===== src/rtl/mem_port_arbiter.sv =====
// -----------------------------------------------------------------------------
// mem_port_arbiter
//
// Shares one single-port instruction/data memory between the fetch stage
// (I port) and the load/store stage (D port). Each access runs through a fixed
// three-state sequence (IDLE -> ACC_x -> RESP_x), so a request sampled at edge k
// is acknowledged in the cycle after edge k+2. The peak rate is one access
// every three cycles.
//
// Arbitration: D normally wins. After STARVE_MAX consecutive D grants made
// while I was waiting, I is forced to win the next grant. I_FLUSH abandons a
// fetch. In IDLE it blocks the I grant for that cycle. During ACC_I/RESP_I the
// memory access still completes, but I_ACK and I_DATA are suppressed.
//
// Stores to a byte address with any bit above [ABITS:1] set are outside the
// memory. They are acknowledged but never write, because that space belongs to
// the memory-mapped I/O decoded at the top level.
//
// Optional feature (macro ARB_PERF_CNT_EN): adds saturating stall counters
// i_stall_cnt / d_stall_cnt. These count cycles in which a request is high and
// no acknowledge is visible for that port.
//
// Ports:
//   clk, rst_n           clock (rising edge), asynchronous active-low reset
//   i_req, i_addr        fetch request and byte address (bit 0 ignored)
//   i_flush              abandon pending/outstanding fetch
//   i_ack, i_data        one-cycle fetch acknowledge, fetched word (held)
//   d_req, d_we          data request, 1 = store / 0 = load
//   d_addr, d_wdata      data byte address (bit 0 ignored), store data
//   d_ack, d_rdata       one-cycle data acknowledge, loaded word (held)
//   m_addr, m_we, m_din  memory word address, write enable, write data
//   m_dout               memory read data, valid the cycle after m_addr is taken
//   i_stall_cnt          (ARB_PERF_CNT_EN) fetch stall cycles, saturating
//   d_stall_cnt          (ARB_PERF_CNT_EN) data stall cycles, saturating
// -----------------------------------------------------------------------------
module mem_port_arbiter #(
  parameter int DBITS      = 16,  // data and byte-address width
  parameter int ABITS      = 12,  // memory word-address width
  parameter int STARVE_MAX = 3    // D grants tolerated while I waits (1..15)
) (
  input  logic             clk,
  input  logic             rst_n,

  input  logic             i_req,
  input  logic [DBITS-1:0] i_addr,
  input  logic             i_flush,
  output logic             i_ack,
  output logic [DBITS-1:0] i_data,

  input  logic             d_req,
  input  logic             d_we,
  input  logic [DBITS-1:0] d_addr,
  input  logic [DBITS-1:0] d_wdata,
  output logic             d_ack,
  output logic [DBITS-1:0] d_rdata,

  output logic [ABITS-1:0] m_addr,
  output logic             m_we,
  output logic [DBITS-1:0] m_din,
  input  logic [DBITS-1:0] m_dout
`ifdef ARB_PERF_CNT_EN
  ,
  output logic [DBITS-1:0] i_stall_cnt,
  output logic [DBITS-1:0] d_stall_cnt
`endif
);

  typedef enum logic [2:0] {
    IDLE   = 3'd0,
    ACC_I  = 3'd1,
    ACC_D  = 3'd2,
    RESP_I = 3'd3,
    RESP_D = 3'd4
  } state_t;

  // The starvation counter is 4 bits wide because STARVE_MAX is at most 15.
  localparam logic [3:0] STARVE_LIM = 4'(STARVE_MAX);

  state_t     state;
  logic [3:0] starve_cnt;   // consecutive D grants made while I_REQ was high
  logic       i_kill;       // flush seen during ACC_I: drop this fetch's ACK

  logic       d_in_range;
  logic       d_wins;
  logic       i_wins;

  // The memory covers byte addresses [ABITS:0] only. Anything above that
  // belongs to memory-mapped I/O.
  assign d_in_range = (d_addr >> (ABITS + 1)) == '0;

  // D has priority unless I is waiting and has already been passed over
  // STARVE_MAX times. A flush in the same cycle suppresses an I grant, and in
  // that case nobody is granted this cycle.
  assign d_wins = d_req && (!i_req || (starve_cnt < STARVE_LIM));
  assign i_wins = !d_wins && i_req && !i_flush;

  // Only the word-address bits of i_addr select memory. The byte-select bit
  // and any higher bits are deliberately ignored.
  logic unused_addr_bits;
  assign unused_addr_bits = ^{i_addr[0], d_addr[0], i_addr >> (ABITS + 1)};

  // ---------------------------------------------------------------------------
  // Access sequencer: arbitration, memory drive and response capture.
  // ---------------------------------------------------------------------------
  // NOTE: sequential state uses non-blocking (<=) assignments only, so every
  // flop samples the pre-edge value of every other flop regardless of
  // statement order.
  always_ff @(posedge clk or negedge rst_n) begin
    if (!rst_n) begin
      // An asynchronous reset drops m_we at once, which cancels a store that is
      // in flight before the memory can capture it.
      state      <= IDLE;
      starve_cnt <= '0;
      i_kill     <= 1'b0;
      m_addr     <= '0;
      m_we       <= 1'b0;
      m_din      <= '0;
      i_ack      <= 1'b0;
      i_data     <= '0;
      d_ack      <= 1'b0;
      d_rdata    <= '0;
    end else begin
      // NOTE: pulse outputs default low on every edge. Only the branch that
      // wants a pulse raises them, so each one is high for exactly one cycle.
      i_ack <= 1'b0;
      d_ack <= 1'b0;
      m_we  <= 1'b0;

      unique case (state)
        IDLE: begin
          if (!i_req) begin
            starve_cnt <= '0;
          end

          if (d_wins) begin
            m_addr <= d_addr[ABITS:1];
            if (d_we) begin
              m_din <= d_wdata;
              m_we  <= d_in_range;
            end
            if (i_req && (starve_cnt != STARVE_LIM)) begin
              starve_cnt <= starve_cnt + 4'd1;
            end
            state <= ACC_D;
          end else if (i_wins) begin
            m_addr     <= i_addr[ABITS:1];
            starve_cnt <= '0;
            i_kill     <= 1'b0;
            state      <= ACC_I;
          end
        end

        ACC_I: begin
          if (i_flush) begin
            i_kill <= 1'b1;
          end
          state <= RESP_I;
        end

        ACC_D: begin
          state <= RESP_D;
        end

        RESP_I: begin
          // A fetch flushed at any point in its ACC/RESP window completes at
          // the memory but is not returned to the pipeline.
          if (!(i_kill || i_flush)) begin
            i_ack  <= 1'b1;
            i_data <= m_dout;
          end
          state <= IDLE;
        end

        RESP_D: begin
          // Stores also capture m_dout here. Its value is meaningless for
          // stores, and the load/store stage ignores it.
          d_ack   <= 1'b1;
          d_rdata <= m_dout;
          state   <= IDLE;
        end

        default: begin
          state <= IDLE;
        end
      endcase
    end
  end

`ifdef ARB_PERF_CNT_EN
  // ---------------------------------------------------------------------------
  // Stall counters. A cycle counts as a stall when the request is high and the
  // registered acknowledge visible in that same cycle is low. Both counters
  // stop at all-ones.
  // ---------------------------------------------------------------------------
  always_ff @(posedge clk or negedge rst_n) begin
    if (!rst_n) begin
      i_stall_cnt <= '0;
      d_stall_cnt <= '0;
    end else begin
      if (i_req && !i_ack && (i_stall_cnt != '1)) begin
        i_stall_cnt <= i_stall_cnt + DBITS'(1);
      end
      if (d_req && !d_ack && (d_stall_cnt != '1)) begin
        d_stall_cnt <= d_stall_cnt + DBITS'(1);
      end
    end
  end
`endif

endmodule


===== config.mk =====
export PLATFORM = sky130hd
export DESIGN_NAME = mem_port_arbiter
export DESIGN_NICKNAME = d
export VERILOG_FILES = /design/src/rtl/mem_port_arbiter.sv
export SDC_FILE = /design/constraint.sdc
export NUM_CORES = 1
export LEC_CHECK = 0
export BUFFER_PORTS_ARGS = -buffer_cell sky130_fd_sc_hd__buf_4
export CAP_MARGIN = 20
export CORE_MARGIN = 1
export CORE_UTILIZATION = 30
export CTS_CLUSTER_SIZE = 30
export DETAILED_ROUTE_END_ITERATION = 10
export PLACE_DENSITY = 0.54
export SLEW_MARGIN = 5
export SYNTH_ARGS = -nofsm -noshare
export SYNTH_HDL_FRONTEND = slang
export SYNTH_SLANG_ARGS = --single-unit

===== constraint.sdc =====
create_clock -name clk -period 3.8 [get_ports clk]
set_clock_uncertainty 0.05 [all_clocks]
set_input_delay 0.38 -clock clk [delete_from_list [all_inputs] [get_ports clk]]
set_output_delay 0.38 -clock clk [all_outputs]
set_load 0.01 [all_outputs]

==> Flow_metrics.wiki <==
{| class="wikitable"
! Metric !! Value
|-
| Iter 0 DRT Violations || 38
|-
| Cell chain of the critical path || or4b_4 > or3b_1 > mux2_4
|-
| Setup crit end kind || register
|-
| Core outline area || between 0.009 and 0.01 mm²
|-
| Remaining number of nets flagged by the antenna check after routing || 0
|-
| Yosys Warn Count || 0
|-
| Detailed Route WL || around 6400 µm
|-
| Startpoint class of the critical path || register
|-
| Cell variety after synth || 29
|-
| Via count of the first global-routing pass || ~2000
|-
| Clock root cell || clkbuf_8
|-
| Worst-skew pair later-pin latency || 0.33 ns
|-
| TritonCTS clock tree || built
|-
| Fin Setup TNS || 0 ns
|-
| Post-route minimum period || about 2.5 ns
|-
| Effective utilization at floorplan || 0.3095
|-
| Global-route wire length before repair || between 10000 and 15000 µm
|-
| Die height || between 90 and 100 µm
|-
| Cells taking the most area after synthesis || dfrtp_1 (62%), mux2_2 (15%), mux2_4 (4.7%)
|-
| Die Area || 0.009928 mm²
|-
| Post-synthesis instance total || roughly 190
|-
| Final routed wire length divided by cell count || between 10 and 15 µm
|-
| Fraction of the mapped netlist area in compound gates || 0.06955
|-
| Number of cells after detailed placement || between 400 and 500
|-
| I/O pin count || 133
|-
| Fraction of layout cells with a size suffix above 1 || 0.6398
|-
| Area share of xor/xnor cells in the synthesized design || 0
|-
| Routed via count divided by cell count || approximately 4.5
|-
| Max stage delay cell, worst path || or3b_1
|-
| Maximum vdd drop || about 0.00025 V
|-
| Final count of pins violating max slew || 0
|-
| Final std cells w/o fill || between 400 and 500
|-
| Avg Synthesized Cell Area || 15.30 µm²
|-
| Cell taking the most area after synthesis || dfrtp_1
|-
| Least setup slack across all paths after layout || 1.263 ns
|-
| Maximum number of pins on one net before global-route repair || 72
|-
| Total DRC errors in the routed layout || 0
|-
| Number of clock sinks || 71
|-
| Via total after detailed routing || ~2000
|-
| Hold buffer count at CTS || 0
|-
| Largest fanout of any net on the critical path || 17
|-
| Cts bufs inserted || 9
|-
| Largest family of logic cells by synthesized area || multiplexers
|-
| Total gr overflow || 0
|-
| Number of rows in the core area || 35
|-
| Clock slew at reported path FFs || 0.08 ns
|-
| Delay contributed by the slowest stage of the critical path || around 0.80 ns
|-
| Unrepaired setup endpoints after global routing || false
|-
| Floorplan die width || between 90 and 100 µm
|-
| Max clock buf depth || 2
|-
| Layout-stage area growth over the synthesis result || 43.61%
|-
| Post-DP HPWL || about 4300 µm
|-
| Worst min-delay path class || in2async
|-
| Pre-CTS setup slack || around 1.2 ns
|-
| # port buffers || ~130
|-
| Share of the synthesized area in the top cell type || 0.6212
|-
| Post-synthesis net count || around 260
|-
| DRT Pass-1 Iters || 4
|-
| # resized after CTS || 0
|-
| Antenna cells || 0
|-
| Antenna violations before repair || 0
|-
| Area of placed instances || 0.003918 mm²
|-
| Adder and majority cell fraction of the synthesized area || 0.004374
|-
| Tcrit/Tclk final || 0.6677
|-
| Post-synthesis register bit count || around 70
|-
| Relative slew margins || 0.3331
|-
| Share of synthesized area spent on multiplexers || 0.2008
|-
| Final hold violations || 0
|-
| Highest achievable clock rate || slightly below 400 MHz
|-
| Post-CTS setup repair buffer count || 0
|-
| Simple-gate portion of the synthesized area || 0.07874
|-
| # setup viols final || 0
|-
| Result of the run || complete, no violations
|-
| Highest-count cells in the layout ignoring fill and taps || buf_4 (128), dfrtp_1 (71), mux2_2 (39)
|-
| Measured slew at the worst slew-check pin || between 1 and 1.5 ns
|-
| Final cell area excluding filler cells || between 0.004 and 0.005 mm²
|-
| Startpoint-to-endpoint class of the critical path || reg2reg
|-
| Weighted congestion at the end of routability-driven global placement || ~0.7
|-
| Worst path arrival time || about 2.7 ns
|-
| Most common cell after layout, fill and taps aside || buf_4
|-
| Cell area after technology mapping || 0.002860 mm²
|-
| Seq/Total Area, Yosys || 0.6212
|-
| Max capacitance violation total || 0
|-
| PD cells || a little under 800 mW/mm²
|-
| Overall global routing resource usage || 0.1337
|-
| # H-tree levels || 3
|-
| Nets@finish || approximately 390
|-
| Static leakage || between 1.5 and 2 nW
|-
| Required @ worst endpoint || about 4.0 ns
|}
==> power breakdown <==
group          internal [W]  total, W  switching [W]
sequential          0.00109   0.00128       0.000189
combinational      0.000821   0.00136       0.000538
clock              0.000319  0.000589       0.000270
==> sequential cells by signal (all words and copies together), names as in the netlist <==
register    count
state           3
m_we            1
m_din          16
m_addr         12
starve_cnt      4
i_data         16
i_ack           1
d_ack           1
i_kill          1
d_rdata        16
==> through the flow <==
step           hold slack (ns)    util  power [W]
3_3_place_gp            0.4394  0.4240   0.002660
5_1_grt                 0.1332  0.4446   0.003454
6_report                0.1196  0.4446   0.003231
2_1_floorplan          0.03441       -   0.002026
4_1_cts                 0.1221  0.4446   0.003287
3_5_place_dp            0.4448  0.4240   0.002680
==> synthesized netlist by cell type (all sizes together) <==
library cell  count
a31oi             1
nor4b             1
buf               3
nand2             2
a32o              1
nor3b             1
dfrtp            71
o21ai             2
and2              3
o22ai             1
mux2             48
o221a            12
a31o              1
nand3             3
clkbuf            6
nor2              2
nor3              2
or3b              1
nor2b             5
or4b              2
a21oi             1
or3              12
o31a              2
inv               2
nor4              1
ha                1
==> per-layer routing <==
metal	track usage	share of wire
met1	0.1735	0.45
met2	0.2147	0.49
met3	0.02670	0.043
met4	0.06335	0.016
met5	0	0
==> path summary, 6_finish.rpt <==
path                                      startpoint                        end  depth (start not counted)  slack (ns)
min in group clk                          d_addr[14]             m_we$_DFF_PN0_                          2        0.14
max reg2reg                     state[0]$_DFFE_PN0P_      m_din[14]$_DFFE_PN0P_                          3        1.26
min                                            rst_n      i_data[6]$_DFFE_PN0P_                          1        0.12
max in group asynchronous                      rst_n      m_addr[0]$_DFFE_PN0P_                          1        2.97
max                             state[0]$_DFFE_PN0P_      m_din[14]$_DFFE_PN0P_                          3        1.26
min reg2reg                starve_cnt[1]$_DFFE_PN0P_  starve_cnt[1]$_DFFE_PN0P_                          1        0.45
==> cell type report <==
class / instances / area (µm²)
clock buffer: 12 / 145.1
sequential: 71 / 1777
clock inverter: 4 / 45.04
fill: 869 / 5132
timing repair buffer: 128 / 960.9
tap: 129 / 161.4
inverter: 2 / 7.507
multi-input combinational: 105 / 1011
==> worst max-delay path: cells and delay by family, from the launching register on <==
kind,cells,cell delay (ns)
simple gates,2,1.44
flops,1,0.47
mux,1,0.45
==> cells by family (layout without fill, tap and decap cells) <==
group	after synthesis	in the layout
muxes	48	48
adders and majority gates	1	1
DFF	71	71
AOI/OAI and AO/OA	21	21
and+or+nand+nor	35	35
buffers and inverters	11	146
Note: power is estimated with default switching activity, not from simulation.
